===== config.mk =====
export PLATFORM = sky130hd
export DESIGN_NAME = gshare_spec
export DESIGN_NICKNAME = d
export VERILOG_FILES = /design/src/rtl/gshare_spec.sv
export SDC_FILE = /design/constraint.sdc
export NUM_CORES = 1
export LEC_CHECK = 0
export CAP_MARGIN = 30
export CORE_MARGIN = 1
export CORE_UTILIZATION = 31
export DETAILED_ROUTE_END_ITERATION = 8
export DONT_BUFFER_PORTS = 1
export HOLD_SLACK_MARGIN = 0.06
export PLACE_DENSITY_LB_ADDON = 0.3
export SLEW_MARGIN = 20
export SYNTH_ARGS = -nofsm -noshare
export SYNTH_HDL_FRONTEND = slang
export SYNTH_SLANG_ARGS = --single-unit

===== constraint.sdc =====
create_clock -name clk_i -period 4.35 [get_ports clk_i]
set_input_delay 0.6525 -clock clk_i [delete_from_list [all_inputs] [get_ports clk_i]]
set_output_delay 0.6525 -clock clk_i [all_outputs]
set_load 0.01 [all_outputs]

===== src/rtl/gshare_spec.sv =====
// gshare_spec: parametrised gshare branch predictor for the fetch stage.
// A global history register XORed with a PC slice indexes a table of
// saturating counters. Prediction is purely combinational; training and
// history updates take effect on the next rising edge.
// Optional feature macro: GSHARE_SPEC_HIST_EN
//   defined     -> history is shifted speculatively on every consumed
//                  prediction and repaired from the carried snapshot on a
//                  misprediction.
//   not defined -> history only shifts in resolved outcomes; pred_valid_i,
//                  res_mispred_i and res_hist_i are ignored.
// HLEN must be at least 2.

module gshare_spec #(
    parameter int XLEN   = 32,
    parameter int HLEN   = 8,
    parameter int OFFSET = 2,
    parameter int CNT_W  = 2
) (
    input  logic            clk_i,
    input  logic            rst_n_i,
    input  logic            flush_i,
    input  logic            pred_valid_i,
    input  logic [XLEN-1:0] pc_i,
    output logic            taken_o,
    output logic [HLEN-1:0] pred_index_o,
    output logic [HLEN-1:0] pred_hist_o,
    input  logic            res_valid_i,
    input  logic [HLEN-1:0] res_index_i,
    input  logic            res_taken_i,
    input  logic            res_mispred_i,
    input  logic [HLEN-1:0] res_hist_i
);

    localparam int              DEPTH   = 2 ** HLEN;
    localparam logic [CNT_W-1:0] WNT     = CNT_W'((2 ** (CNT_W - 1)) - 1);
    localparam logic [CNT_W-1:0] CNT_MAX = '1;

    logic [HLEN-1:0]  history;
    logic [HLEN-1:0]  history_next;
    logic [HLEN-1:0]  pc_slice;
    logic [CNT_W-1:0] pht [DEPTH];

    // Only the hashed slice of the PC matters; the rest is folded into a sink.
    logic unused_pc;
    assign unused_pc = ^pc_i;

    assign pc_slice     = pc_i[HLEN+OFFSET-1:OFFSET];
    assign pred_index_o = history ^ pc_slice;
    assign pred_hist_o  = history;
    assign taken_o      = pht[pred_index_o][CNT_W-1];

`ifdef GSHARE_SPEC_HIST_EN
    // Speculative history: flush, then misprediction repair, then prediction shift.
    always_comb begin
        history_next = history;
        if (flush_i) begin
            history_next = '0;
        end else if (res_valid_i && res_mispred_i) begin
            history_next = {res_taken_i, res_hist_i[HLEN-1:1]};
        end else if (pred_valid_i) begin
            history_next = {taken_o, history[HLEN-1:1]};
        end
    end
`else
    // Non-speculative history: every resolved outcome is shifted in.
    logic unused_spec;
    assign unused_spec = ^{pred_valid_i, res_mispred_i, res_hist_i};

    always_comb begin
        history_next = history;
        if (flush_i) begin
            history_next = '0;
        end else if (res_valid_i) begin
            history_next = {res_taken_i, history[HLEN-1:1]};
        end
    end
`endif

    // Global history register.
    always_ff @(posedge clk_i or negedge rst_n_i) begin
        if (!rst_n_i) begin
            history <= '0;
        end else begin
            history <= history_next;
        end
    end

    // Pattern history table: clear to weak-not-taken, otherwise train on resolution.
    always_ff @(posedge clk_i or negedge rst_n_i) begin
        if (!rst_n_i) begin
            for (int i = 0; i < DEPTH; i++) begin
                pht[i] <= WNT;
            end
        end else if (flush_i) begin
            for (int i = 0; i < DEPTH; i++) begin
                pht[i] <= WNT;
            end
        end else if (res_valid_i) begin
            if (res_taken_i) begin
                if (pht[res_index_i] != CNT_MAX) begin
                    pht[res_index_i] <= pht[res_index_i] + CNT_W'(1);
                end
            end else begin
                if (pht[res_index_i] != '0) begin
                    pht[res_index_i] <= pht[res_index_i] - CNT_W'(1);
                end
            end
        end
    end

endmodule


# After elaboration in Yosys (flattened, before gate mapping)
# Index checks and enable logic that the tools add are counted.
[totals]
in_bits = 55
register_bits = 520
[classes]
n_addsub = 2
n_eq_ne = 2
n_reduce_logical = 5
muxes = 17
order_cmp = 3
n_bitwise = 3
[op_table]
columns = ["op", "count"]
rows = [
  ["two-way mux 512 bit", 5],
  ["bitwise mux 512 bit", 2],
  ["binary-select mux 2 bit (select 8 bit)", 2],
  ["greater-or-equal comparator 9 bit, second input constant", 2],
  ["inverter 8 -> 9 bit", 2],
  ["demux 2 bit (select 8 bit)", 1],
  ["two-way mux 8 bit", 2],
  ["two-way mux 2 bit", 5],
  ["less-than comparator 9 x 1 -> 1 bit, second input constant", 1],
  ["bitwise XOR 8 bit", 1],
  ["nonzero test 2 bit", 2],
  ["!= test 3 x 2 -> 1 bit, second input constant", 1],
  ["AND reduction 3 bit", 1],
  ["nonzero test 3 bit", 1],
  ["adder 2 x 1 -> 2 bit, second input constant", 1],
  ["!= test 2 bit, second input constant", 1],
  ["subtractor 2 x 1 -> 2 bit, second input constant", 1],
  ["logical AND 1 bit", 1],
]

# Longest topological paths before layout
[logic_depth]
ltp_word = 10
ltp_mapped = 21

# Least setup slack after synthesis
# No wires, ideal clock.
[synth_path]
kind = "input to register"
startpoint = "input port res_index_i[0]"
endpoint = "register pht[294] (netlist bit)"
stages = 18
setup_slack_ps = -201
path_buffers = 7
setup_ps = 73
arrival_time_ps = 4478
required_time_ps = 4277
cell_sequence = "buf_6 -> buf_4 -> mux4_2 -> mux4_2 -> a22oi_1 -> and3_1 -> buf_4 -> buf_4 -> nand4_1 -> inv_1 -> ha_1 -> mux2i_1 -> a21oi_1 -> clkbuf_1 -> clkbuf_1 -> clkbuf_1 -> nor3_1 -> a21oi_1"
[synth_between]
elab_chain_cells = 10
elab_cells_between_ends = 23
classes_between = "add/sub (2); order compare (2); eq/ne (2); mux (12); bitwise (1); reduce/logical (4)"
[synth_rtl]
columns = ["element", "line", "text"]
rows = [
  ["start: declaration", "28", "input logic [HLEN-1:0] res_index_i,"],
  ["inverter 8 -> 9 bit (implied by the code) (*)", "-", ""],
  ["binary-select mux 2 bit (select 8 bit) (tied with other cells)", "-", ""],
  ["two-way mux 2 bit (implied by the code) or logical AND 1 bit (tied branches)", "-", ""],
  ["two-way mux 2 bit (on tied branches)", "-", ""],
  ["subtractor 2 x 1 -> 2 bit (tied with other cells)", "105", "pht[res_index_i] <= pht[res_index_i] - CNT_W'(1);"],
  ["bitwise mux 512 bit (on tied branches)", "105, 101", ""],
  ["two-way mux 512 bit (on tied branches)", "104, 100", ""],
  ["two-way mux 512 bit", "99", "if (res_taken_i) begin"],
  ["two-way mux 512 bit", "98", "end else if (res_valid_i) begin"],
  ["two-way mux 512 bit", "94", "end else if (flush_i) begin"],
  ["end signal: indexed assignment", "101", "pht[res_index_i] <= pht[res_index_i] + CNT_W'(1);"],
  ["end signal: indexed assignment", "105", ""],
  ["end: declaration", "41", "logic [CNT_W-1:0] pht [DEPTH];"],
]
# Every way passes the cells marked *; elsewhere a longest branch is shown, timed or not. The select of a mux whose other input is x is not followed.
# A chain may end at the register's enable or synchronous reset.

# Worst setup path in the final report
[layout_path]
startpoint = "register history[0] (netlist: pred_hist_o[0])"
endpoint = "output port taken_o"
[layout_between]
elab_chain_cells = 5
[layout_rtl]
columns = ["element", "line", "text"]
rows = [
  ["start: declaration", "38", "logic [HLEN-1:0] history;"],
  ["start signal: assignment", "84", "history <= history_next;"],
  ["bitwise XOR 8 bit", "48", "assign pred_index_o = history ^ pc_slice;"],
  ["inverter 8 -> 9 bit (implied by the code)", "50", "assign taken_o = pht[pred_index_o][CNT_W-1];"],
  ["binary-select mux 2 bit (select 8 bit)", "50", ""],
  ["two-way mux 2 bit (implied by the code) (2 in series)", "50", ""],
  ["end: declaration", "24", "output logic taken_o,"],
]
# Every way passes these cells. The select of a mux whose other input is x is not followed.

==> results_dict.tcl <==
set metrics [dict create \
    synth_ff_type "dfrtp_1" \
    fin_util 0.357 \
    multi_input_area_mm2 0.0157 \
    max_slew_margin 0.284 \
    cpMaxStageDelayCell "nor4_2" \
    worst_slew_pin_slew_ns 1.07 \
    required_ns 3.70 \
    grt_pass1_wl_mm 173 \
    clockPowerShare 0.443 \
    clock_path_buffers 3 \
    power_density_mw_per_mm2 329 \
    grt_pass1_vias 26300 \
    startpoint "pred_hist_o[0]" \
    hp-class "in2async" \
    die_w_um 317 \
    r2r_cells 12 \
    gp_congestion 0.885 \
    chipHeight_um 317 \
    n_antenna_cell 0 \
    vias 27500 \
    synth.area.top_cells "dfstp_2 (22%), dfrtp_1 (22%), mux4_2 (11%)" \
    vdd_ir_drop_max_uv 287 \
    drtIter0Drc 3172 \
    netSwitchingFraction 0.286 \
    grt_start_max_net_pins 524 \
    synth_seq_cells 520 \
    portBuffers 0 \
    antenna_found_initial 1 \
    cts.clk_slew.worst_paths_ns 0.06 \
    timing.hold.ws_ns 0.0705 \
    rows 115 \
    clock-sinks 520 \
    viasPerCell 5.99 \
    syn_area_mm2 0.0307 \
    cts_buffers 60 \
    synth_cells 3369 \
    cts_tree "built" \
    cp-endpoint "taken_o" \
    area_growth_pct 14.1 \
    crit_top_cell "buf_4" \
    final_antenna_net_count 0 \
    synth_top_cell_area_share 0.219 \
    clock_latency_ns 0.65 \
    final_hold_viol_count 0 \
    cts_max_level 2 \
    worstSetupStartpointType "flop" \
    die_area_mm2 0.100 \
    crit_chain "xnor2_4 > bufinv_16 > buf_4 > mux2i_1 > o22ai_1 > nor4_2 > nor4_2 > nor3_1 > nor4_4 > buf_4 > buf_4" \
    nets 3316 \
    fillCellCount 9915 \
    drv_cap 0 \
    endpoint_kind "output port" \
    drt-total-wl_mm 115 \
    power_switching_uw 3300 \
    root_buffer "clkbuf_16" \
    finClkSkew_ns 0.0264 \
    synth_edf_count 0 \
    grtUsageTotal 0.226 \
    yosysSeqAreaShare 0.434 \
    sequential_cell_area_mm2 0.0133 \
    r2r_slack_ns 0.43 \
    synth.distinct_cells 57 \
    critPathMaxFanout 12 \
    path_buf_inv 4 \
    cell_internal_pwr_uw 8250 \
    crit_arrival_ns 3.69 \
    p_leak_uw 0.0134 \
    drive_gt1_frac 0.220 \
    cpPeakStageDelay_ns 0.53 \
    period_share 0.998 \
    wl_per_cell_um 25.0 \
    reg2reg_to "pht[389]" \
    rr_startpoint "pht[233]" \
    slew_violations 0 \
    fp.coreArea_mm2 0.0983 \
    run_status "complete, no violations" \
    avgSynthCellArea_um2 9.12 \
    io_pins 72 \
    worst-path-stages 11 \
    yosysWarnings 0 \
    seqPwrFrac 0.422 \
    initial_core_util 0.313 \
    dp_hpwl_mm 66.8 \
    dr.pass1.iters 6 \
    ys_async_sr_fraction 1.00 \
    finalSetupViolCount 0 \
    period_needed_ns 4.34 \
    remaining_drc_errors 0 \
    syn-num-nets 3426 \
    overflow 0 \
    pwr-share-comb 0.135 \
    synth_top_area_cell "dfstp_2" \
    critical-path-top-delay-family "simple AND/OR/NAND/NOR gates" \
    worstSetupPathType "reg2out" \
    fmax_mhz 230 \
]
==> cell usage after synthesis (9+ instances only) <==
master,number
a211oi_1,15
dfrtp_1,264
a32oi_1,37
a22o_1,100
o21a_1,11
buf_2,63
nand2_1,228
inv_1,135
nor4_1,125
clkbuf_1,260
dfstp_2,256
nor3_1,115
nand2b_1,9
o31ai_1,64
nand3_1,32
a22oi_1,31
buf_1,12
buf_4,14
o21ai_0,330
nor4b_1,64
a21oi_1,398
mux2i_1,85
mux4_2,146
nor2_1,483
==> stage by stage <==
step | power [uW] | setup slack (ns) | setup TNS, ns | instances | area, um^2
4_1_cts | 11400 | 0.00440 | 0 | 4586 | 34800
6_report | 11500 | 0.00672 | 0 | 4595 | 35100
5_1_grt | 11900 | -0.000185 | -0.000185 | 4595 | 35100
3_5_place_dp | 6280 | 0.0941 | 0 | 4472 | 32800
3_3_place_gp | 6280 | 0.151 | 0 | 4468 | 32700
2_1_floorplan | 5870 | -0.0594 | -5.28 | 3369 | 30800
==> what timing repair did <==
action,in CTS,in global routing
pin swaps,1,3
setup buffers,1,1
endpoints found under the hold margin,264,37
gates resized for setup,16,12
setup endpoints to repair,1,1
cloned,2,0
==> power by group through the flow <==
stage	clock [uW]	combinational [uW]	sequential, uW
finish	5110	1560	4880
floorplan	0	921	4950
detailed placement	0	1330	4960
global route	5370	1650	4880
global placement	0	1330	4960
CTS	5200	1350	4880
==> worst min-delay path by stage <==
| stage | slack, ns | from | to | depth (start not counted) |
|---|---|---|---|---|
| CTS | -0.21 | rst_n_i | pht[371] | 0 |
| detailed placement | 0.45 | pht[22] | pht[22] | 2 |
| global placement | 0.45 | pht[266] | pht[266] | 2 |
| global route | 0.14 | rst_n_i | pht[195] | 1 |
| finish | 0.07 | rst_n_i | pht[195] | 1 |
| floorplan | 0.36 | rst_n_i | pht[101] | 0 |
==> logic make-up (layout without fill, tap and decap cells) <==
kind of cell	after synthesis	in the layout	share of synthesized area
DFF	520	520	0.434
xor gates and xnor gates	8	8	0.00252
buffers and inverters	491	430	0.0652
muxes	233	233	0.135
and+or+nand+nor	1099	1099	0.167
adders and majority gates	2	2	0.000814
AOI/OAI and AO/OA	1016	1016	0.195
==> registers in the layout, summed over array words and instances, names as in the netlist <==
name / cells
pred_hist_o: 8
pht: 512
==> per-layer routing <==
layer,track usage,vias up,wire length (um)
met4,0.0868,2,5070
met2,0.353,1221,52000
met1,0.310,13900,48100
li1,-,12100,-
met3,0.0420,295,9780
met5,0,-,20
==> final cells by class <==
class                           instances  share of cell area
Tap cell                             1287              0.0459
Timing Repair inverter                  2            0.000499
Sequential cell                       520               0.380
Inverter                              138              0.0155
Clock inverter                         14             0.00364
Timing Repair Buffer                  179              0.0555
Multi-Input combinational cell       2358               0.447
Clock buffer                           97              0.0514
==> worst register-to-register path, cell delays in order, from the launching register on <==
cell,delay (ns)
dfrtp_1,0.42
mux4_2,0.50
mux4_2,0.48
a22oi_1,0.28
nand2_1,0.13
or4_1,0.51
ha_1,0.24
mux2i_1,0.15
buf_4,0.16
a21o_4,0.21
buf_4,0.29
o21ai_0,0.19
a22o_1,0.26
==> cells in the final DEF (no fill, tap or decap), drive strengths merged, types with 11 or more instances in the layout <==
master | synthesis | final
clkinv | 1 | 12
o31ai | 64 | 64
dfstp | 256 | 256
clkbuf | 260 | 97
nor3 | 115 | 115
mux2i | 85 | 85
a21oi | 398 | 398
a22oi | 31 | 31
inv | 137 | 139
nor4 | 126 | 126
dfrtp | 264 | 264
a211oi | 15 | 15
buf | 93 | 178
mux4 | 146 | 146
nand3 | 32 | 32
o21ai | 330 | 330
nor2 | 483 | 483
nor4b | 64 | 64
nand2 | 228 | 228
o21a | 11 | 11
a22o | 100 | 100
a32oi | 37 | 37
Power figures use the tool's default switching activity.
